==> src/rtl/reg_bus_master_pkg.sv <==
// Shared state encoding, opcode bit position and frame byte ordering for reg_bus_master.
// Optional feature macro (used by the top): REG_MASTER_NOSEL_CHECK_EN.
package reg_bus_master_pkg;

   typedef enum logic [2:0] {
      ST_IDLE   = 3'd0,
      ST_ADDR   = 3'd1,
      ST_LEN    = 3'd2,
      ST_WR     = 3'd3,
      ST_RD_STB = 3'd4,
      ST_RD_CAP = 3'd5,
      ST_RD_OUT = 3'd6
   } state_e;

   localparam int OPC_READ_BIT     = 0;

   localparam int FRAME_IDX_OPCODE = 0;
   localparam int FRAME_IDX_ADDR   = 1;
   localparam int FRAME_IDX_LEN    = 2;
   localparam int FRAME_IDX_DATA   = 3;

   function automatic logic is_rd_state(input state_e s);
      return (s == ST_RD_STB) || (s == ST_RD_CAP) || (s == ST_RD_OUT);
   endfunction

   function automatic logic is_hdr_state(input state_e s);
      return (s == ST_IDLE) || (s == ST_ADDR) || (s == ST_LEN);
   endfunction

endpackage

==> src/rtl/reg_bus_master.sv <==
// Byte-stream command parser driving the register bus; returns read data as a response stream.
// Define REG_MASTER_NOSEL_CHECK_EN to enable the sticky "strobe hit no block" flag.
module reg_bus_master
   import reg_bus_master_pkg::*;
#(
   parameter int pBYTECNT_SIZE = 7
) (
   input  logic                     cwusb_clk,
   input  logic                     reset_n,
   input  logic [7:0]               I_cmd_data,
   input  logic                     I_cmd_valid,
   output logic                     O_cmd_ready,
   output logic [7:0]               O_rsp_data,
   output logic                     O_rsp_valid,
   input  logic                     I_rsp_ready,
   output logic                     O_busy,
   output logic                     O_done,
   output logic                     O_nosel_err,
   input  logic                     I_nosel_clear,
   input  logic                     I_selected_any,
   output logic [7:0]               reg_address,
   output logic [pBYTECNT_SIZE-1:0] reg_bytecnt,
   output logic                     reg_addrvalid,
   output logic                     reg_read,
   output logic                     reg_write,
   output logic [7:0]               write_data,
   input  logic [7:0]               read_data
);

   state_e                   state_q, state_d;
   logic [7:0]               rem_q, rem_d;
   logic [pBYTECNT_SIZE-1:0] bytecnt_q, bytecnt_d;
   logic [7:0]               addr_q, addr_d;
   logic [7:0]               wdata_q, wdata_d;
   logic [7:0]               rsp_data_q, rsp_data_d;
   logic                     is_read_q, is_read_d;
   logic                     wr_q, wr_d;
   logic                     rd_q, rd_d;
   logic                     done_q, done_d;
   logic                     cmd_ready_q, cmd_ready_d;
   logic                     rsp_valid_q, rsp_valid_d;
   logic                     busy_q, busy_d;
   logic                     addrvalid_q, addrvalid_d;
   logic                     cmd_acc_s, rsp_acc_s;

   assign cmd_acc_s = cmd_ready_q & I_cmd_valid;
   assign rsp_acc_s = rsp_valid_q & I_rsp_ready;

   // Next-state and registered-output decode; all outputs are computed from state_d so they leave flops.
   always_comb begin
      state_d    = state_q;
      rem_d      = rem_q;
      bytecnt_d  = bytecnt_q;
      addr_d     = addr_q;
      wdata_d    = wdata_q;
      rsp_data_d = rsp_data_q;
      is_read_d  = is_read_q;
      wr_d       = 1'b0;
      done_d     = 1'b0;
      case (state_q)
         ST_IDLE: begin
            if (cmd_acc_s) begin
               is_read_d = I_cmd_data[OPC_READ_BIT];
               state_d   = ST_ADDR;
            end else begin
               state_d = ST_IDLE;
            end
         end
         ST_ADDR: begin
            if (cmd_acc_s) begin
               addr_d  = I_cmd_data;
               state_d = ST_LEN;
            end else begin
               state_d = ST_ADDR;
            end
         end
         ST_LEN: begin
            if (cmd_acc_s) begin
               rem_d     = I_cmd_data;
               bytecnt_d = '0;
               if (I_cmd_data == 8'd0) begin
                  state_d = ST_IDLE;
                  done_d  = 1'b1;
               end else if (is_read_q) begin
                  state_d = ST_RD_STB;
               end else begin
                  state_d = ST_WR;
               end
            end else begin
               state_d = ST_LEN;
            end
         end
         ST_WR: begin
            // bytecnt steps after each strobe; WR is held one extra cycle so the last strobe is not in IDLE
            if (wr_q) begin
               bytecnt_d = bytecnt_q + pBYTECNT_SIZE'(1);
            end else begin
               bytecnt_d = bytecnt_q;
            end
            if (cmd_acc_s) begin
               wr_d    = 1'b1;
               wdata_d = I_cmd_data;
               rem_d   = rem_q - 8'd1;
            end else if (rem_q == 8'd0) begin
               state_d = ST_IDLE;
               done_d  = 1'b1;
            end else begin
               state_d = ST_WR;
            end
         end
         ST_RD_STB: state_d = ST_RD_CAP;
         ST_RD_CAP: begin
            rsp_data_d = read_data;
            state_d    = ST_RD_OUT;
         end
         ST_RD_OUT: begin
            if (rsp_acc_s) begin
               rem_d = rem_q - 8'd1;
               if (rem_q == 8'd1) begin
                  state_d = ST_IDLE;
                  done_d  = 1'b1;
               end else begin
                  bytecnt_d = bytecnt_q + pBYTECNT_SIZE'(1);
                  state_d   = ST_RD_STB;
               end
            end else begin
               state_d = ST_RD_OUT;
            end
         end
         default: state_d = ST_IDLE;
      endcase

      cmd_ready_d = is_hdr_state(state_d) || ((state_d == ST_WR) && (rem_d != 8'd0));
      rd_d        = (state_d == ST_RD_STB);
      rsp_valid_d = (state_d == ST_RD_OUT);
      busy_d      = (state_d != ST_IDLE);
      addrvalid_d = is_rd_state(state_d) || ((state_d == ST_WR) && (addrvalid_q || wr_d));
   end

   // State and output registers.
   always_ff @(posedge cwusb_clk or negedge reset_n) begin
      if (!reset_n) begin
         state_q     <= ST_IDLE;
         rem_q       <= 8'd0;
         bytecnt_q   <= '0;
         addr_q      <= 8'h00;
         wdata_q     <= 8'h00;
         rsp_data_q  <= 8'h00;
         is_read_q   <= 1'b0;
         wr_q        <= 1'b0;
         rd_q        <= 1'b0;
         done_q      <= 1'b0;
         cmd_ready_q <= 1'b0;
         rsp_valid_q <= 1'b0;
         busy_q      <= 1'b0;
         addrvalid_q <= 1'b0;
      end else begin
         state_q     <= state_d;
         rem_q       <= rem_d;
         bytecnt_q   <= bytecnt_d;
         addr_q      <= addr_d;
         wdata_q     <= wdata_d;
         rsp_data_q  <= rsp_data_d;
         is_read_q   <= is_read_d;
         wr_q        <= wr_d;
         rd_q        <= rd_d;
         done_q      <= done_d;
         cmd_ready_q <= cmd_ready_d;
         rsp_valid_q <= rsp_valid_d;
         busy_q      <= busy_d;
         addrvalid_q <= addrvalid_d;
      end
   end

   assign O_cmd_ready   = cmd_ready_q;
   assign O_rsp_data    = rsp_data_q;
   assign O_rsp_valid   = rsp_valid_q;
   assign O_busy        = busy_q;
   assign O_done        = done_q;
   assign reg_address   = addr_q;
   assign reg_bytecnt   = bytecnt_q;
   assign reg_addrvalid = addrvalid_q;
   assign reg_read      = rd_q;
   assign reg_write     = wr_q;
   assign write_data    = wdata_q;

`ifdef REG_MASTER_NOSEL_CHECK_EN
   logic nosel_q;

   // Sticky unselected-strobe flag; a new hit outranks a simultaneous clear.
   always_ff @(posedge cwusb_clk or negedge reset_n) begin
      if (!reset_n) begin
         nosel_q <= 1'b0;
      end else if ((rd_q || wr_q) && !I_selected_any) begin
         nosel_q <= 1'b1;
      end else if (I_nosel_clear) begin
         nosel_q <= 1'b0;
      end else begin
         nosel_q <= nosel_q;
      end
   end

   assign O_nosel_err = nosel_q;
`else
   logic unused_nosel_s;
   assign unused_nosel_s = I_selected_any ^ I_nosel_clear;
   assign O_nosel_err    = 1'b0;
`endif

endmodule
==> config.mk <==
export PLATFORM = sky130hd
export DESIGN_NAME = reg_bus_master
export DESIGN_NICKNAME = d
export VERILOG_FILES = /design/src/rtl/reg_bus_master_pkg.sv /design/src/rtl/reg_bus_master.sv
export SDC_FILE = /design/constraint.sdc
export NUM_CORES = 1
export LEC_CHECK = 0
export CAP_MARGIN = 20
export CORE_ASPECT_RATIO = 1.25
export CORE_MARGIN = 5
export CORE_UTILIZATION = 25
export CTS_BUF_LIST = sky130_fd_sc_hd__clkbuf_8 sky130_fd_sc_hd__clkbuf_16
export CTS_CLUSTER_DIAMETER = 30
export CTS_CLUSTER_SIZE = 16
export DETAILED_ROUTE_END_ITERATION = 16
export GPL_TIMING_DRIVEN = 0
export HOLD_SLACK_MARGIN = 0.08
export SLEW_MARGIN = 20
export SYNTH_ARGS = -nofsm -noshare
export SYNTH_HDL_FRONTEND = slang
export SYNTH_SLANG_ARGS = --single-unit
==> constraint.sdc <==
create_clock -name cwusb_clk -period 7.1 [get_ports cwusb_clk]
set_input_delay 1.065 -clock cwusb_clk [delete_from_list [all_inputs] [get_ports cwusb_clk]]
set_output_delay 1.065 -clock cwusb_clk [all_outputs]
set_load 0.005 [all_outputs]
After elaboration in Yosys (flattened, before gate mapping)
Cells that the tools add are included.
{"block": "totals", "register_bits": 50, "in_bits": 22, "output_inout_bits": 39, "word_cells": 83}
{"block": "classes", "muxes": 28, "n_addsub": 2, "reduce_logical": 20, "n_bitwise": 2, "n_eq_ne": 17}
{"op": "2-to-1 mux 7 bit", "count": 4}
{"op": "2-to-1 mux 8 bit", "count": 3}
{"op": "case mux 8 bit (3 select lines)", "count": 1}
{"op": "case mux 3 bit (7 select lines)", "count": 1}
{"op": "case mux 7 bit (3 select lines)", "count": 1}
{"op": "equality test 3 bit, second input constant", "count": 6}
{"op": "2-to-1 mux 3 bit", "count": 6}
{"op": "zero test 8 bit", "count": 2}
{"op": "equality test 3 x 2 -> 1 bit, second input constant", "count": 4}
{"op": "2-to-1 mux 1 bit", "count": 9}
{"op": "equality test 8 x 1 -> 1 bit, second input constant", "count": 1}
{"op": "!= test 2 bit, second input constant", "count": 4}
{"op": "nonzero test 8 bit", "count": 1}
{"op": "subtractor 8 x 1 -> 8 bit, second input constant", "count": 1}
{"op": "adder 7 x 1 -> 7 bit, second input constant", "count": 1}
{"op": "logical OR 1 bit", "count": 7}
{"op": "equality test 3 x 1 -> 1 bit, second input constant", "count": 2}
{"op": "zero test 3 bit", "count": 2}
{"op": "AND reduction 2 bit", "count": 3}
{"op": "nonzero test 3 bit", "count": 2}
{"op": "AND reduction 5 bit", "count": 1}
{"op": "2-to-1 mux 2 bit", "count": 2}
{"op": "case mux 1 bit (3 select lines)", "count": 1}
{"op": "AND 1 bit", "count": 2}
{"op": "logical AND 1 bit", "count": 2}

Logic depth before layout (Yosys ltp)
Gate-level depths: netlist (run 1).
{"block": "depth", "word_depth": 8, "depth_mapped": 8}

Worst setup path after synthesis (run 1)
OpenSTA, ideal clock, no wires.
{"block": "synth_timing", "path_kind": "in2reg", "start": "input I_cmd_valid", "end": "register cmd_ready_q (netlist: O_cmd_ready)", "arrival_time_ns": 2.751, "cell_stages": 7, "setup_ns": 0.129, "n_path_buf": 1, "path_slack_ns": 4.220, "cell_sequence": "and2_1 > clkbuf_1 > a22oi_4 > o32ai_1 > a221o_1 > or4b_1 > o41a_1"}
{"block": "synth_between", "word_cells_on_any_way": 18, "classes_between": "3 x eq/ne; 8 x mux; 1 x bitwise; 6 x reduce/logical"}
{"item": "start: declaration", "line_no": "reg_bus_master.sv:11", "rtl": "input logic I_cmd_valid,"}
{"item": "AND 1 bit (*)", "line_no": "reg_bus_master.sv:46", "rtl": "assign cmd_acc_s = cmd_ready_q & I_cmd_valid;"}
{"item": "2-to-1 mux 8 bit, on equally long branches", "line_no": "reg_bus_master.sv:100, reg_bus_master.sv:78"}
{"item": "case mux 8 bit (3 select lines) (*)", "line_no": "reg_bus_master.sv:60", "rtl": "case (state_q)"}
{"item": "net rem_d[7]", "line_no": "reg_bus_master.sv:31", "rtl": "logic [7:0] rem_q, rem_d;"}
{"item": "nonzero test 8 bit (*)", "line_no": "reg_bus_master.sv:133", "rtl": "cmd_ready_d = is_hdr_state(state_d) || ((state_d == ST_WR) && (rem_d != 8'd0));"}
{"item": "logical AND 1 bit (*)", "line_no": "reg_bus_master.sv:133"}
{"item": "logical OR 1 bit (*)", "line_no": "reg_bus_master.sv:133"}
{"item": "net cmd_ready_d", "line_no": "reg_bus_master.sv:40", "rtl": "logic cmd_ready_q, cmd_ready_d;"}
{"item": "end signal: assignment", "line_no": "reg_bus_master.sv:168", "rtl": "cmd_ready_q <= cmd_ready_d;"}
{"item": "end: declaration", "line_no": "reg_bus_master.sv:40"}
The timed path passes the listed nets; every way through them passes the cells marked *.
A chain may end at the register's enable or synchronous reset.

Worst setup path in the final report (run 1)
{"block": "layout_timing", "start": "input I_cmd_data[0]", "end": "register cmd_ready_q (netlist: O_cmd_ready)"}
{"block": "layout_between", "elab_chain_cells": 8, "word_cells_on_any_way": 15, "classes_between": "3 x eq/ne; 5 x mux; 7 x reduce/logical"}
{"item": "start: declaration", "line_no": "reg_bus_master.sv:10", "rtl": "input logic [7:0] I_cmd_data,"}
{"item": "zero test 8 bit", "line_no": "reg_bus_master.sv:81", "rtl": "if (I_cmd_data == 8'd0) begin"}
{"item": "2-to-1 mux 3 bit", "line_no": "reg_bus_master.sv:81"}
{"item": "2-to-1 mux 3 bit", "line_no": "reg_bus_master.sv:78", "rtl": "if (cmd_acc_s) begin"}
{"item": "case mux 3 bit (7 select lines)", "line_no": "reg_bus_master.sv:60"}
{"item": "equality test 3 x 1 -> 1 bit / zero test 3 bit (equally long branches)", "line_no": "reg_bus_master_pkg.sv:27", "rtl": "return (s == ST_IDLE) || (s == ST_ADDR) || (s == ST_LEN);"}
{"item": "logical OR 1 bit (2 in a row)", "line_no": "reg_bus_master_pkg.sv:27"}
{"item": "logical OR 1 bit (*)", "line_no": "reg_bus_master.sv:133"}
{"item": "net cmd_ready_d", "line_no": "reg_bus_master.sv:40"}
Marked as above.

==> flow_results.org, run 1 <==
** GRT
- Entering global routing, the biggest net connects 51 pins.
- Global routing used 11.3% of the available tracks across all layers.
- Global-route wire length before repair :: 10700 um
- Number of antenna violations at the first check in global routing :: 0
- The number of global-route vias before repair was 2082.
- For this run the aggregate overflow at the end of global routing stands at 0.

** Clock tree
- Buffers inserted during post-CTS setup optimization :: 0
- The root buffer cell chosen for the clock tree is clkbuf_16.
- The number of hold buffers added after CTS was 0.
- The number of gates resized after CTS was 0.
- TritonCTS created 5 clock buffers.
- For the worst-skew pair, the clock arrives at the later sink with an insertion delay of 290 ps.
- Worst-path clk slew :: 70 ps
- No sink is reached through more buffers than the 2 on the longest clock path.
- Clock tree from TritonCTS :: yes
- Counting every sink on the clock net gives 50.
- Number of H-tree levels :: 2

** Timing
- Summed over all failing endpoints, the final setup total negative slack is 0 ps.
- The worst pin sits at a relative slew slack of 31.4%.
- Clock period minus worst slack :: 3380 ps
- Setup repair after global routing missed its margin :: false
- The number of pins with negative max-slew slack in the final report came to 0.
- For the pin with the worst max-slew slack, the measured transition is 1030 ps.
- The number of hold-slack violations in the final timing report is 0.
- After layout, the worst path uses approximately 48% of the clock period.
- On the final layout, the worst clock skew is 7.35 ps.
- Maximum frequency from static timing analysis :: 296 MHz
- Setup-violating endpoint count in the final report :: 0

** Power and ir drop
- Sequential cells burn 35.1% of the power.
- The share of total power dissipated in the clock network is 17.5%.
- Power spread over the standard cell area amounts to 415 mW/mm^2.
- The internal portion of the total power is 0.897 mW.
- Net switching share of the total power :: 35.4%
- Comb pwr share :: between 40% and 50%
- Static Leakage :: 1.36 nW
- The worst-case IR drop observed on VDD is 0.000150 V.
- In this run the power spent charging and discharging nets is 0.493 mW.

** Placement
- Number of placed cells counting well taps :: 409
- Half-perimeter wire length after detailed placement :: 4910 um
- At the end of routability-driven placement, the weighted congestion stood at 0.912.
- Placed cell area :: between 0.003 and 0.004 mm^2
- In this run the tool buffered the top-level ports with 57 buffer cells.

** Setup path
- Crit start category :: primary input
- For the worst setup path, the data arrival time is 3550 ps.
- CP Data Required Time :: roughly 7300 ps
- Category of the worst setup path capture point :: flop
- The worst setup path is of the primary input to flop kind.
- The worst register-to-register path begins at state_q[2].
- The worst register-to-register path has a setup slack of 4400 ps.
- Destination of the worst register-to-register timing path :: O_cmd_ready
- Measured in cells, the most critical reg-to-reg path has a length of 7.
- Maximum fanout along the worst path :: 6

** Yosys
- Summing every instance area after synthesis gives 0.00247 mm^2.
- The number of nets in the synthesized netlist is 252.
- The commonest cells after synthesis are 50 x dfrtp_1, 25 x mux2_2, 15 x nor2_1, 15 x o21ai_0, 14 x nand2_1.
- Area contributors post-synth :: dfrtp_1 51%, mux2_2 11%, o21ai_0 3.0%
- #FFs+latches synth :: 50
- Synth unique cells :: 51
- In the synthesized netlist the dominant register cell turns out to be dfrtp_1.
- Portion of the post-synthesis area used by sequential elements :: about 50%
- Library cell with the highest instance count after synthesis :: dfrtp_1
- In this run the biggest area consumer among cell types represents 50.7% of the synthesized area.
- dfrtp_1 takes more of the synthesized area than any other cell.
- Share of synthesized registers carrying an async set or reset :: 100%
- Cells after synthesis :: 226
- Syn Area/Cell :: 10.9 um^2
- During synthesis, Yosys emitted a total of 0 warnings.
- Number of flops mapped to enable cells by yosys :: 0

** Worst hold path
- Hold wc startpoint :: reg_address[4]
- The worst hold path belongs to the class flop to flop.
- Hold EP :: reg_address[4]
- Counting instances, the worst hold path has a depth of 1.

** Finish
- Total area of multi-input combinational cells :: 0.00113 mm^2
- Once layout is complete, the cells apart from fillers number 417.
- The finished cells cover 0.00335 mm^2.
- Sequential cell area :: 0.00125 mm^2
- The area growth from synthesis to layout is 35.7%.
- Layout net count :: 316
- The number of antenna diodes in the final layout is 0.
- Fillers :: 948
- Share of post-route cells with drive strength above 1 :: ~18%

** Route
- For this block, the via count after detailed routing is 2048.
- Number of iterations in the first detailed-routing pass :: 5
- In this run the remaining antenna-violating nets after routing total 0.
- In the final routed layout, each cell accounts on average for between 15 and 20 um.
- After the first detailed-routing iteration, the DRC count stood at 150.
- Detailed-route vias per instance :: 4.91
- Summed over all layers, the routed wires come to 6600 um.
- For this run, design rule violations remaining after detail routing come to 0.

** Floorplanning
- # IOs :: 61
- Once the floorplan was initialized, standard cells occupied 25.6% of the core.
- Height of the chip :: 121 um
- The floorplan has 40 rows.
- Total Die Area :: 0.0120 mm^2
- Core area :: between 0.009 and 0.01 mm^2
- The floorplan step set the die width to slightly below 100 um.

** Status
- The flow ran to the end, and the final reports show no timing, DRC or antenna violations.

** Job
- The tool flagged a number of max-cap violations equal to 0.
## critical path: stages
cell,delay [ps]
clkdlybuf4s50_1,600
nor4_1,120
a2111oi_0,640
a21oi_1,270
or4b_1,540
o41a_1,310
## per-layer routing
layer	track usage, %	wire length (um)	up-vias
li1	-	-	961
met2	19.1	3330	62
met5	0	0	-
met1	13.9	2800	1017
met3	2.88	350	8
met4	3.84	111	0
## through the flow
step           hold WS, ps  worst slack [ps]  power [mW]  util, %
2_1_floorplan          496              4220       0.849        -
3_3_place_gp           489              3330        1.15     33.1
3_5_place_dp           494              3480        1.16     33.1
4_1_cts                510              3770        1.41     34.7
5_1_grt                526              3570        1.49     34.7
6_report               505              3720        1.39     34.7
## logic make-up after synthesis
family          synth area share (%)
xor+xnor                        1.42
flops                           50.7
simple gates                    17.9
buf+inv                         3.65
compound gates                  12.8
mux                             11.4
fa+ha+maj                       2.03
other cells                    0.152
## placed cells by master (no fill, tap or decap), types with 3 or more instances in the layout
master	n
or3_1	4
xnor2_1	3
nor2_1	15
nor4_1	6
nor3_1	6
nand2_1	14
clkdlybuf4s50_1	56
and2_1	3
nand3_1	11
ha_1	4
dfrtp_1	50
a22oi_1	3
clkbuf_1	5
clkbuf_16	5
a21oi_1	8
inv_1	5
o22ai_1	4
o21ai_0	15
mux2_2	25
and3_1	3
## power groups by stage
stage          clock, mW  combinational, mW  sequential, mW
2_1_floorplan          0              0.362           0.487
3_3_place_gp           0              0.656           0.489
3_5_place_dp           0              0.665           0.494
4_1_cts            0.253              0.668           0.490
5_1_grt            0.264              0.724           0.506
6_report           0.243              0.660           0.488
## final cells by class
class,instances,share of cell area [%]
multi-input cells,160,33.8
repair buffers,57,16.9
clock inverters,2,0.373
plain buffers,10,2.02
well taps,126,4.70
inverters,6,0.672
flip-flops and latches,50,37.3
clock buffers,6,4.14
## worst max-delay path by stage
stage | start | end | slack [ps]
5_1_grt | I_cmd_data[0] | O_cmd_ready | 3570
4_1_cts | I_cmd_valid | O_cmd_ready | 3770
3_5_place_dp | I_cmd_valid | O_cmd_ready | 3480
6_report | I_cmd_data[0] | O_cmd_ready | 3720
2_1_floorplan | I_cmd_valid | O_cmd_ready | 4220
3_3_place_gp | reset_n | O_rsp_data[1] | 3330
## sequential cells by signal, indices dropped and copies added, names as in the netlist
register,cells
write_data,8
O_cmd_ready,1
O_rsp_valid,1
rem_q,8
is_read_q,1
O_busy,1
reg_addrvalid,1
reg_read,1
reg_write,1
O_done,1
O_rsp_data,8
reg_bytecnt,7
reg_address,8
state_q,3
No activity file was read; power rests on OpenSTA's default activity.
==> run 2, diff against run 1 <==
==> constraint.sdc (replaced) <==
create_clock -name cwusb_clk -period 3.54 [get_ports cwusb_clk]
set_input_delay 0.531 -clock cwusb_clk [delete_from_list [all_inputs] [get_ports cwusb_clk]]
set_output_delay 0.531 -clock cwusb_clk [all_outputs]
set_load 0.005 [all_outputs]
==> results of run 2 <==
The final DEF is identical to that of run 1. Status: finished clean.
Among the figures that moved: setup slack after placement 3480 ps -> 451 ps; setup slack after layout 3720 ps -> 691 ps; hold slack 505 ps -> 268 ps; register-to-register setup slack 4400 ps -> 840 ps; total power 1.39 mW -> 2.79 mW; worst IR drop on VDD 0.000150 V -> 0.000302 V
